**config.mk**
```make
export PLATFORM = sky130hd
export DESIGN_NAME = program_loader
export DESIGN_NICKNAME = d
export VERILOG_FILES = /design/src/rtl/program_loader.sv
export SDC_FILE = /design/constraint.sdc
export NUM_CORES = 1
export LEC_CHECK = 0
export CORE_MARGIN = 2
export CORE_UTILIZATION = 30
export CTS_CLUSTER_DIAMETER = 50
export DETAILED_ROUTE_END_ITERATION = 16
export DONT_BUFFER_PORTS = 1
export GPL_TIMING_DRIVEN = 0
export PLACE_DENSITY = 0.4
export SLEW_MARGIN = 0
export SYNTH_ARGS = -nofsm -noshare
export SYNTH_HDL_FRONTEND = slang
export SYNTH_SLANG_ARGS = --single-unit
```
**constraint.sdc**
```tcl
create_clock -name clk -period 9.4 [get_ports clk]
set_input_delay 2.35 -clock clk [delete_from_list [all_inputs] [get_ports clk]]
set_output_delay 2.35 -clock clk [all_outputs]
set_load 0.05 [all_outputs]
```
**src/rtl/program_loader.sv**
```systemverilog
// Framed byte-stream boot loader: assembles 20-bit words into instruction
// memory from address 0 and releases the core only after a verified load.
module program_loader #(
  parameter int INSTR_WIDTH    = 20,
  parameter int ADDR_WIDTH     = 8,
  parameter int TIMEOUT_CYCLES = 1024
) (
  input  logic                   clk,
  input  logic                   rst,
  input  logic                   start,
  input  logic [7:0]             rx_data,
  input  logic                   rx_valid,
  output logic                   rx_ready,
  output logic                   mem_we,
  output logic [ADDR_WIDTH-1:0]  mem_addr,
  output logic [INSTR_WIDTH-1:0] mem_wdata,
  output logic                   cpu_rst,
  output logic                   busy,
  output logic                   done,
  output logic                   error
);

  localparam int TW =
    (TIMEOUT_CYCLES > 1) ? $clog2(TIMEOUT_CYCLES) : 1;

  typedef enum logic [3:0] {
    S_IDLE,
    S_HEADER,
    S_BYTE0,
    S_BYTE1,
    S_BYTE2,
    S_WRITE,
    S_CHECK,
    S_DONE,
    S_ERROR
  } state_t;

  state_t        state, state_n;
  logic [TW-1:0] cnt, cnt_n;
  logic [7:0]    idx, idx_n;
  logic [7:0]    num, num_n;
  logic [7:0]    csum, csum_n;
  logic [7:0]    b0, b0_n;
  logic [7:0]    b1, b1_n;
  logic          accept;
  logic          t_hit;
  logic          recv_n;

  assign accept = rx_valid && rx_ready;

  always_comb begin
    state_n = state;
    cnt_n   = cnt;
    idx_n   = idx;
    num_n   = num;
    csum_n  = csum;
    b0_n    = b0;
    b1_n    = b1;
    t_hit   = 1'b0;

    // An accepted byte on the limit cycle wins over the timeout.
    if (TIMEOUT_CYCLES > 0 && rx_ready && !accept) begin
      if (cnt == TW'(TIMEOUT_CYCLES - 1))
        t_hit = 1'b1;
      else
        cnt_n = cnt + TW'(1);
    end
    if (accept) begin
      cnt_n  = '0;
      csum_n = csum ^ rx_data;
    end

    unique case (state)
      S_IDLE, S_DONE, S_ERROR: begin
        if (start) begin
          state_n = S_HEADER;
          cnt_n   = '0;
          idx_n   = '0;
          csum_n  = '0;
        end
      end
      S_HEADER: begin
        if (accept) begin
          num_n   = rx_data;
          state_n = (rx_data == 8'd0) ? S_CHECK : S_BYTE0;
        end
      end
      S_BYTE0: begin
        if (accept) begin
          b0_n    = rx_data;
          state_n = S_BYTE1;
        end
      end
      S_BYTE1: begin
        if (accept) begin
          b1_n    = rx_data;
          state_n = S_BYTE2;
        end
      end
      S_BYTE2: begin
        if (accept)
          state_n = (rx_data[7:4] != 4'h0) ? S_ERROR : S_WRITE;
      end
      S_WRITE: begin
        idx_n   = idx + 8'd1;
        state_n = (idx == num - 8'd1) ? S_CHECK : S_BYTE0;
      end
      S_CHECK: begin
        if (accept)
          state_n = (rx_data == csum) ? S_DONE : S_ERROR;
      end
      default: state_n = S_IDLE;
    endcase

    if (t_hit)
      state_n = S_ERROR;

    recv_n = (state_n == S_HEADER) || (state_n == S_BYTE0) ||
             (state_n == S_BYTE1)  || (state_n == S_BYTE2) ||
             (state_n == S_CHECK);
  end

  // Outputs are decoded from the next state so they are pure flops.
  always_ff @(posedge clk or posedge rst) begin
    if (rst) begin
      state     <= S_IDLE;
      cnt       <= '0;
      idx       <= '0;
      num       <= '0;
      csum      <= '0;
      b0        <= '0;
      b1        <= '0;
      rx_ready  <= 1'b0;
      mem_we    <= 1'b0;
      mem_addr  <= '0;
      mem_wdata <= '0;
      cpu_rst   <= 1'b1;
      busy      <= 1'b0;
      done      <= 1'b0;
      error     <= 1'b0;
    end else begin
      state    <= state_n;
      cnt      <= cnt_n;
      idx      <= idx_n;
      num      <= num_n;
      csum     <= csum_n;
      b0       <= b0_n;
      b1       <= b1_n;
      rx_ready <= recv_n;
      busy     <= recv_n || (state_n == S_WRITE);
      mem_we   <= (state_n == S_WRITE);
      if (state == S_BYTE2 && state_n == S_WRITE) begin
        mem_addr  <= ADDR_WIDTH'(idx);
        mem_wdata <= INSTR_WIDTH'({rx_data[3:0], b1, b0});
      end
      cpu_rst  <= (state_n != S_DONE);
      done     <= (state_n == S_DONE);
      error    <= (state_n == S_ERROR);
    end
  end

endmodule

```
==> results of run 1 <==
## power by group
part | internal (mW) | switching (mW)
combinational | 0.177 | 0.186
sequential | 0.484 | 0.159
clock | 0.206 | 0.156
## flip-flops by register name, summed over array words and instances, names as in the netlist, 8 cells and up
register and flops:
b0 8, b1 8, cnt 10, csum 8, idx 8, mem_addr 8, mem_wdata 20, num 8
## cells in the mapped netlist, drive strengths merged, types with 5 or more instances
master  number  share of area (%)
nand2      112                 10
dfrtp       87                 53
nor2        28                2.6
mux2        24                6.6
xnor2       18                4.0
xor2        16                3.4
o21ai       14                1.7
clkbuf      12                1.1
inv         11                1.0
nand3        9                1.1
nor3         8               0.97
nor2b        7                1.1
nor4         7                1.2
or3          7                1.2
a21oi        6               0.73
nand4        6               0.91
a31oi        5               0.76
## through the flow
stage	cell area, sq um	std cells	hold WS, ns	total power [mW]	worst slack [ns]
after floorplan	4110	417	0.433	0.926	4.77
after global placement	4330	593	0.450	1.01	3.55
after detailed placement	4360	594	0.449	1.02	5.03
after CTS	4650	609	0.467	1.39	5.46
after global routing	4650	609	0.478	1.47	5.19
final	4650	609	0.460	1.37	5.45
## routing by layer
| layer | GRT usage (%) | part of all wire, % | vias up |
|---|---|---|---|
| met2 | 21.9 | 43 | 56 |
| met4 | 3.92 | 1.1 | 0 |
| li1 | - | - | 1428 |
| met1 | 20.7 | 50 | 1414 |
| met3 | 5.69 | 6.2 | 9 |
| met5 | 0 | 0 | - |
## cell families (layout without fill, tap and decap cells)
| group | count (synthesis) | count (layout) |
|---|---|---|
| AND/OR/NAND/NOR | 203 | 203 |
| flip-flops | 88 | 88 |
| AO/OA/AOI/OAI | 38 | 38 |
| XOR/XNOR | 34 | 34 |
| buffers and inverters | 26 | 42 |
| multiplexers | 25 | 25 |
| adder cells (fa/ha/maj) | 3 | 3 |
## layout make-up
cell class	instances	share of cell area [%]
buffer	15	1.26
clock buffer	9	4.84
clock inverter	6	1.48
inverter	11	0.941
multi-input combinational	303	38.8
sequential	88	47.4
tap	176	4.73
timing repair buffer	1	0.592
## worst paths after layout
kind	slack [ns]	start	end	cells after the start
max in group asynchronous	6.77	rst	cpu_rst$_DFF_PP1_	2
max	5.45	rx_data[6]	mem_wdata[9]$_DFFE_PP0P_	7
max reg2reg	6.81	rx_ready$_DFF_PP0_	busy$_DFF_PP0_	6
min	0.46	b0[3]$_DFFE_PP0P_	mem_wdata[3]$_DFFE_PP0P_	2
min in group asynchronous	1.93	rst	b1[2]$_DFFE_PP0P_	1
min reg2reg	0.46	b0[3]$_DFFE_PP0P_	mem_wdata[3]$_DFFE_PP0P_	2
## worst max-delay path: cells and delay by family
family | cells | cell delay [ns]
AND/OR/NAND/NOR | 4 | 0.74
buffers and inverters | 3 | 1.15
==> summary.json, run 1 <==
{
  "status": {"value": "completed"},
  "max-slew-margin-rel": {"value": 32.2, "unit": "%"},
  "tritoncts_num_sinks": {"value": 88},
  "critical_path_class": {"value": "in -> reg"},
  "crit_arrival": {"value": 4.25, "unit": "ns"},
  "worstSetupStartpointType": {"value": "input pin"},
  "nFillCells": {"value": 1394},
  "wl_per_cell": {"value": 16.2, "unit": "um"},
  "synth-async-reset-ratio": {"value": 100, "unit": "%"},
  "cts_max_path_buffers": {"value": 2},
  "ys_types": {"value": 46},
  "via_count_of_the_first_global_routing_pass": {"value": 3064},
  "vdd_drop_max": {"value": 0.130, "unit": "mV"},
  "grt_setup_unrepaired": {"value": "no"},
  "total_leakage_power": {"value": 2.12, "unit": "nW"},
  "synth_top_flop_cell": {"value": "sky130_fd_sc_hd__dfrtp_1"},
  "setup_viol": {"value": 0},
  "cts_hold_buffers_added": {"value": 0},
  "area.sequential": {"value": 2200, "unit": "sq um"},
  "multi_input_area": {"value": 1810, "unit": "sq um"},
  "post_synth_fa_ha_maj_area_fraction": {"value": 0.914, "unit": "%"},
  "final.setup.tns": {"value": 0, "unit": "ns"},
  "tritoncts_clock_tree": {"value": "done"},
  "max-cap-violations": {"value": 0},
  "main_combinational_cell_family_by_area_after_synthesis": {"value": "simple AND/OR/NAND/NOR gates"},
  "postSynthAreaPerCell": {"value": 9.85, "unit": "sq um"},
  "clock_insertion_delay_at_the_later_pin_of_the_skew_report": {"value": 0.35, "unit": "ns"},
  "min-delay-path-class": {"value": "reg -> reg"},
  "flow.area_growth_from_synthesis": {"value": 13.2, "unit": "%"},
  "cts.repair.resized": {"value": 0},
  "numPortBuffers": {"value": 0},
  "post_syn_nets": {"value": 432},
  "path_common_cell": {"value": "sky130_fd_sc_hd__nand2_1"},
  "num_rows": {"value": 42},
  "critical-path-slowest-cell": {"value": "sky130_fd_sc_hd__clkbuf_1"},
  "layout_worst_path_cycle_share": {"value": 42.1, "unit": "%"},
  "layout_commonest_cell": {"value": "sky130_fd_sc_hd__nand2_1"},
  "design.die.area": {"value": 14600, "unit": "sq um"},
  "simple_gate_portion_of_the_synthesized_area": {"value": 22.9, "unit": "%"},
  "synth_xor_xnor_area_share": {"value": 7.43, "unit": "%"},
  "initial_antenna_violation_count": {"value": 0},
  "fmaxAchievable": {"value": 253, "unit": "MHz"},
  "total_overflow_reported_by_the_global_router": {"value": 0},
  "core_region_area": {"value": 13300, "unit": "sq um"},
  "floorplan.io_pins": {"value": 46},
  "wire_length_of_the_first_global_routing_pass": {"value": 16600, "unit": "um"},
  "synth-seq-area-share": {"value": 53.6, "unit": "%"},
  "clockRootBuffer": {"value": "sky130_fd_sc_hd__clkbuf_16"},
  "h-tree-depth": {"value": 3},
  "most-common-layout-cells": {"value": "sky130_fd_sc_hd__nand2_1, sky130_fd_sc_hd__dfrtp_1, sky130_fd_sc_hd__nor2_1"},
  "postRouteAntennaNets": {"value": 0},
  "max_slew.worst_pin.slew": {"value": 1.01, "unit": "ns"},
  "ys_seq_elements": {"value": 88},
  "violation_count_after_the_first_detailed_routing_iteration": {"value": 117},
  "grt_start_max_net_pins": {"value": 46},
  "yosysWarningCount": {"value": 0},
  "initial_core_util": {"value": 30.9, "unit": "%"},
  "syn-instance-count": {"value": 417},
  "dp_hpwl": {"value": 6600, "unit": "um"},
  "synth-compound-area-share": {"value": 5.85, "unit": "%"},
  "layout.core_utilization": {"value": 35.0, "unit": "%"},
  "via_count_of_the_routed_design": {"value": 2907},
  "cp_max_fo": {"value": 10},
  "final.min_clock_period": {"value": 3.95, "unit": "ns"},
  "critical_path.cell_chain": {"value": "nor4_1 -> nand3_1 -> inv_1 -> clkbuf_1 -> buf_1 -> nand2_1 -> nand2_1"},
  "routed_wirelength": {"value": 9840, "unit": "um"},
  "post-cts-setup-buffers": {"value": 0},
  "diodes": {"value": 0},
  "clock-skew-final": {"value": 0.00682, "unit": "ns"},
  "drt-vias-per-instance": {"value": 4.77},
  "clock_transition_at_the_registers_of_the_reported_paths": {"value": 0.07, "unit": "ns"},
  "cts_inserted_buffers": {"value": 9},
  "die_h": {"value": 121, "unit": "um"},
  "setup.worst_path.end_class": {"value": "flop"},
  "synth_edf_count": {"value": 0},
  "critPathMaxStageDelay": {"value": 0.52, "unit": "ns"},
  "post_route_cells_drive_above_1_share": {"value": 12.5, "unit": "%"},
  "pd_cells": {"value": 294, "unit": "nW/um^2"},
  "nNetsFinal": {"value": 444},
  "first_pass_iters": {"value": 4},
  "die_x": {"value": 121, "unit": "um"},
  "netlist_area_pre_place": {"value": 4110, "unit": "sq um"},
  "gp_congestion": {"value": 0.792},
  "max_transition_viols_final": {"value": 0},
  "remaining_drc_errors": {"value": 0},
  "required": {"value": 9.69, "unit": "ns"},
  "yosys-mux-area-fraction": {"value": 6.82, "unit": "%"},
  "finalHoldViolCount": {"value": 0},
  "gr-usage-all-layers": {"value": 15.0, "unit": "%"}
}
Power figures use the tool's default switching activity.
==> run 2: changes to the inputs <==
--- a/config.mk
+++ b/config.mk
@@ -11,7 +11,7 @@
 export DETAILED_ROUTE_END_ITERATION = 16
 export DONT_BUFFER_PORTS = 1
 export GPL_TIMING_DRIVEN = 0
-export PLACE_DENSITY = 0.4
+export PLACE_DENSITY = 0.41
 export SLEW_MARGIN = 0
 export SYNTH_ARGS = -nofsm -noshare
 export SYNTH_HDL_FRONTEND = slang
==> constraint.sdc (replaced) <==
create_clock -name clk -period 3.4 [get_ports clk]
set_input_delay 0.85 -clock clk [delete_from_list [all_inputs] [get_ports clk]]
set_output_delay 0.85 -clock clk [all_outputs]
set_load 0.05 [all_outputs]
==> summary.json, run 2 (synthesized netlist as in run 1, its figures left out) <==
{
  "critical_path.cell_chain": {"value": "nand2_1 -> nand3b_1 -> a21oi_1 -> a2111oi_0 -> and4_2 -> o31ai_1"},
  "largest_reg_flops": {"value": 20, "change": "unchanged"},
  "cp_max_fo": {"value": 8, "change": "-2"},
  "gr-usage-all-layers": {"value": 14.7, "unit": "%", "change": "-0.30 points"},
  "core_region_area": {"value": 13300, "unit": "sq um", "change": "unchanged"},
  "violation_count_after_the_first_detailed_routing_iteration": {"value": 115, "change": "-1.7%"},
  "nFillCells": {"value": 1372, "change": "-1.6%"},
  "biggest_register": {"value": "mem_wdata"},
  "initial_core_util": {"value": 30.9, "unit": "%", "change": "unchanged"},
  "die_h": {"value": 121, "unit": "um", "change": "unchanged"},
  "place_worst_setup_slack": {"value": 0.630, "unit": "ns", "change": "-4.40 ns"},
  "intPower": {"value": 2.52, "unit": "mW", "change": "+190%"},
  "design.die.area": {"value": 14600, "unit": "sq um", "change": "unchanged"},
  "vdd_drop_max": {"value": 0.414, "unit": "mV", "change": "+220%"},
  "crit-reg2reg-capture": {"value": "busy$_DFF_PP0_"},
  "floorplan.io_pins": {"value": 46, "change": "unchanged"},
  "post-cts-setup-buffers": {"value": 0, "change": "unchanged"},
  "tritoncts_clock_tree": {"value": "done"},
  "pd_cells": {"value": 834, "unit": "nW/um^2", "change": "+180%"},
  "layout_commonest_cell": {"value": "sky130_fd_sc_hd__nand2_1"},
  "setup.worst_path.end_class": {"value": "flop"},
  "r2r_start": {"value": "rx_ready$_DFF_PP0_"},
  "flow.area_growth_from_synthesis": {"value": 14.3, "unit": "%"},
  "final.setup.tns": {"value": 0, "unit": "ns", "change": "unchanged"},
  "status": {"value": "completed"},
  "critical_path_class": {"value": "reg -> reg"},
  "crit_arrival": {"value": 2.86, "unit": "ns", "change": "-1.39 ns"},
  "netSwitchingPower": {"value": 1.40, "unit": "mW", "change": "+180%"},
  "diodes": {"value": 0, "change": "unchanged"},
  "routed_wirelength": {"value": 9720, "unit": "um", "change": "-1.1%"},
  "numPortBuffers": {"value": 0, "change": "unchanged"},
  "setup_viol": {"value": 0, "change": "unchanged"},
  "worstSetupStartpointType": {"value": "flop"},
  "total_overflow_reported_by_the_global_router": {"value": 0, "change": "unchanged"},
  "tritoncts_num_sinks": {"value": 88, "change": "unchanged"},
  "cts_hold_buffers_added": {"value": 0, "change": "unchanged"},
  "cts_max_path_buffers": {"value": 2, "change": "unchanged"},
  "critical-path-top-delay-family": {"value": "simple AND/OR/NAND/NOR gates"},
  "r2r_slack": {"value": 0.74, "unit": "ns", "change": "-6.07 ns"},
  "share_seq_of_total_power": {"value": 45.3, "unit": "%", "change": "-1.7 points"},
  "wire_length_of_the_first_global_routing_pass": {"value": 16100, "unit": "um", "change": "-2.7%"},
  "max_slew.worst_pin.slew": {"value": 0.982, "unit": "ns", "change": "-0.0269 ns"},
  "area.sequential": {"value": 2200, "unit": "sq um", "change": "unchanged"},
  "gp_congestion": {"value": 0.774, "change": "-2.2%"},
  "die_x": {"value": 121, "unit": "um", "change": "unchanged"},
  "dpl-instance-area": {"value": 4360, "unit": "sq um", "change": "unchanged"},
  "max-cap-violations": {"value": 0, "change": "unchanged"},
  "sw_share": {"value": 35.8, "unit": "%", "change": "-0.84 points"},
  "p_total": {"value": 3.92, "unit": "mW", "change": "+190%"},
  "initial_antenna_violation_count": {"value": 0, "change": "unchanged"},
  "remaining_drc_errors": {"value": 0, "change": "unchanged"},
  "postRouteAntennaNets": {"value": 0, "change": "unchanged"},
  "nNetsFinal": {"value": 444, "change": "unchanged"},
  "place.detailed.instances": {"value": 594, "change": "unchanged"},
  "via_count_of_the_first_global_routing_pass": {"value": 2910, "change": "-5.0%"},
  "num_rows": {"value": 42, "change": "unchanged"},
  "multi_input_area": {"value": 1810, "unit": "sq um", "change": "unchanged"},
  "finalHoldViolCount": {"value": 0, "change": "unchanged"},
  "biggestRegsByFlops": {"value": "mem_wdata x20, cnt x10"},
  "layout.core_utilization": {"value": 35.3, "unit": "%", "change": "+0.34 points"},
  "grt_setup_unrepaired": {"value": "no"},
  "min-delay-path-class": {"value": "in -> async"},
  "share_comb_of_total_power": {"value": 25.7, "unit": "%", "change": "-0.8 points"},
  "grt_start_max_net_pins": {"value": 68, "change": "+48%"},
  "most-common-layout-cells": {"value": "sky130_fd_sc_hd__nand2_1, sky130_fd_sc_hd__dfrtp_1, sky130_fd_sc_hd__nor2_1"},
  "dp_hpwl": {"value": 6530, "unit": "um", "change": "-1.1%"},
  "wl_per_cell": {"value": 15.9, "unit": "um", "change": "-1.3%"},
  "cts_inserted_buffers": {"value": 9, "change": "unchanged"},
  "clock_transition_at_the_registers_of_the_reported_paths": {"value": 0.06, "unit": "ns", "change": "about the same"},
  "final-instance-count-excl-fill": {"value": 610, "change": "+0.16%"},
  "layout.cell_area.non_filler": {"value": 4700, "unit": "sq um", "change": "+0.97%"},
  "post_route_cells_drive_above_1_share": {"value": 12.7, "unit": "%", "change": "+0.20 points"},
  "layout_worst_path_cycle_share": {"value": 78.3, "unit": "%"},
  "required": {"value": 3.60, "unit": "ns", "change": "-6.09 ns"},
  "drt-vias-per-instance": {"value": 4.75, "change": "-0.40%"},
  "timing.final.ws_setup": {"value": 0.737, "unit": "ns", "change": "-4.71 ns"},
  "max-slew-margin-rel": {"value": 34.0, "unit": "%", "change": "+1.8 points"},
  "max_transition_viols_final": {"value": 0, "change": "unchanged"},
  "fmaxAchievable": {"value": 376, "unit": "MHz"},
  "h-tree-depth": {"value": 3, "change": "unchanged"},
  "total_leakage_power": {"value": 2.15, "unit": "nW", "change": "+1.2%"},
  "clock-skew-final": {"value": 0.00475, "unit": "ns", "change": "-0.00207 ns"},
  "via_count_of_the_routed_design": {"value": 2900, "change": "-0.24%"},
  "clockPowerShare": {"value": 28.9, "unit": "%", "change": "+2.4 points"},
  "clock_insertion_delay_at_the_later_pin_of_the_skew_report": {"value": 0.35, "unit": "ns", "change": "about the same"},
  "cts.repair.resized": {"value": 0, "change": "unchanged"},
  "final.min_clock_period": {"value": 2.66, "unit": "ns"},
  "worst_slack_on_hold_paths": {"value": 0.321, "unit": "ns", "change": "-0.139 ns"},
  "critical_path_buf_inv_count": {"value": 0, "change": "-3"},
  "critPathMaxStageDelay": {"value": 0.78, "unit": "ns", "change": "+0.26 ns"},
  "first_pass_iters": {"value": 4, "change": "unchanged"},
  "clockRootBuffer": {"value": "sky130_fd_sc_hd__clkbuf_16"},
  "critical-path-slowest-cell": {"value": "sky130_fd_sc_hd__dfrtp_1"},
  "reg2reg_depth": {"value": 6, "change": "unchanged"}
}
run 2: worst register-to-register path, stage by stage (launching register included):
cell	delay (ns)
sky130_fd_sc_hd__dfrtp_1	0.78
sky130_fd_sc_hd__nand2_1	0.35
sky130_fd_sc_hd__nand3b_1	0.17
sky130_fd_sc_hd__a21oi_1	0.08
sky130_fd_sc_hd__a2111oi_0	0.69
sky130_fd_sc_hd__and4_2	0.34
sky130_fd_sc_hd__o31ai_1	0.09
run 2: layout make-up:
type / count / share of cell area, %
well taps: 176 / 4.69
clock inverters: 5 / 1.84
multi-input cells: 303 / 38.4
clock buffers: 11 / 5.38
inverters: 11 / 0.932
plain buffers: 15 / 1.25
repair buffers: 1 / 0.586
flip-flops and latches: 88 / 46.9
run 2: power groups by stage:
stage	clock network [mW]	registers [mW]	logic, mW
after floorplan	0	1.72	0.836
after global placement	0	1.79	0.994
after detailed placement	0	1.80	1.02
after CTS	1.18	1.78	1.02
after global routing	1.22	1.83	1.15
final	1.13	1.78	1.01
run 2: routing by layer:
layer	GRT usage, %	share of wire [%]	vias up	wire [um]
met4	4.80	1.3	0	127
met3	6.11	5.8	8	563
met1	19.3	49	1411	4810
li1	-	-	1425	-
met2	21.8	43	56	4220
met5	0	0	-	0
run 2: worst max-delay path by stage:
stage | cells after the start | startpoint | end
2_1_floorplan | 1 | rst | b0[0]$_DFFE_PP0P_
3_3_place_gp | 1 | rst | mem_addr[2]$_DFFE_PP0P_
3_5_place_dp | 7 | rx_data[6] | mem_wdata[10]$_DFFE_PP0P_
4_1_cts | 6 | rx_ready$_DFF_PP0_ | busy$_DFF_PP0_
5_1_grt | 6 | rx_ready$_DFF_PP0_ | busy$_DFF_PP0_
6_report | 6 | rx_ready$_DFF_PP0_ | busy$_DFF_PP0_
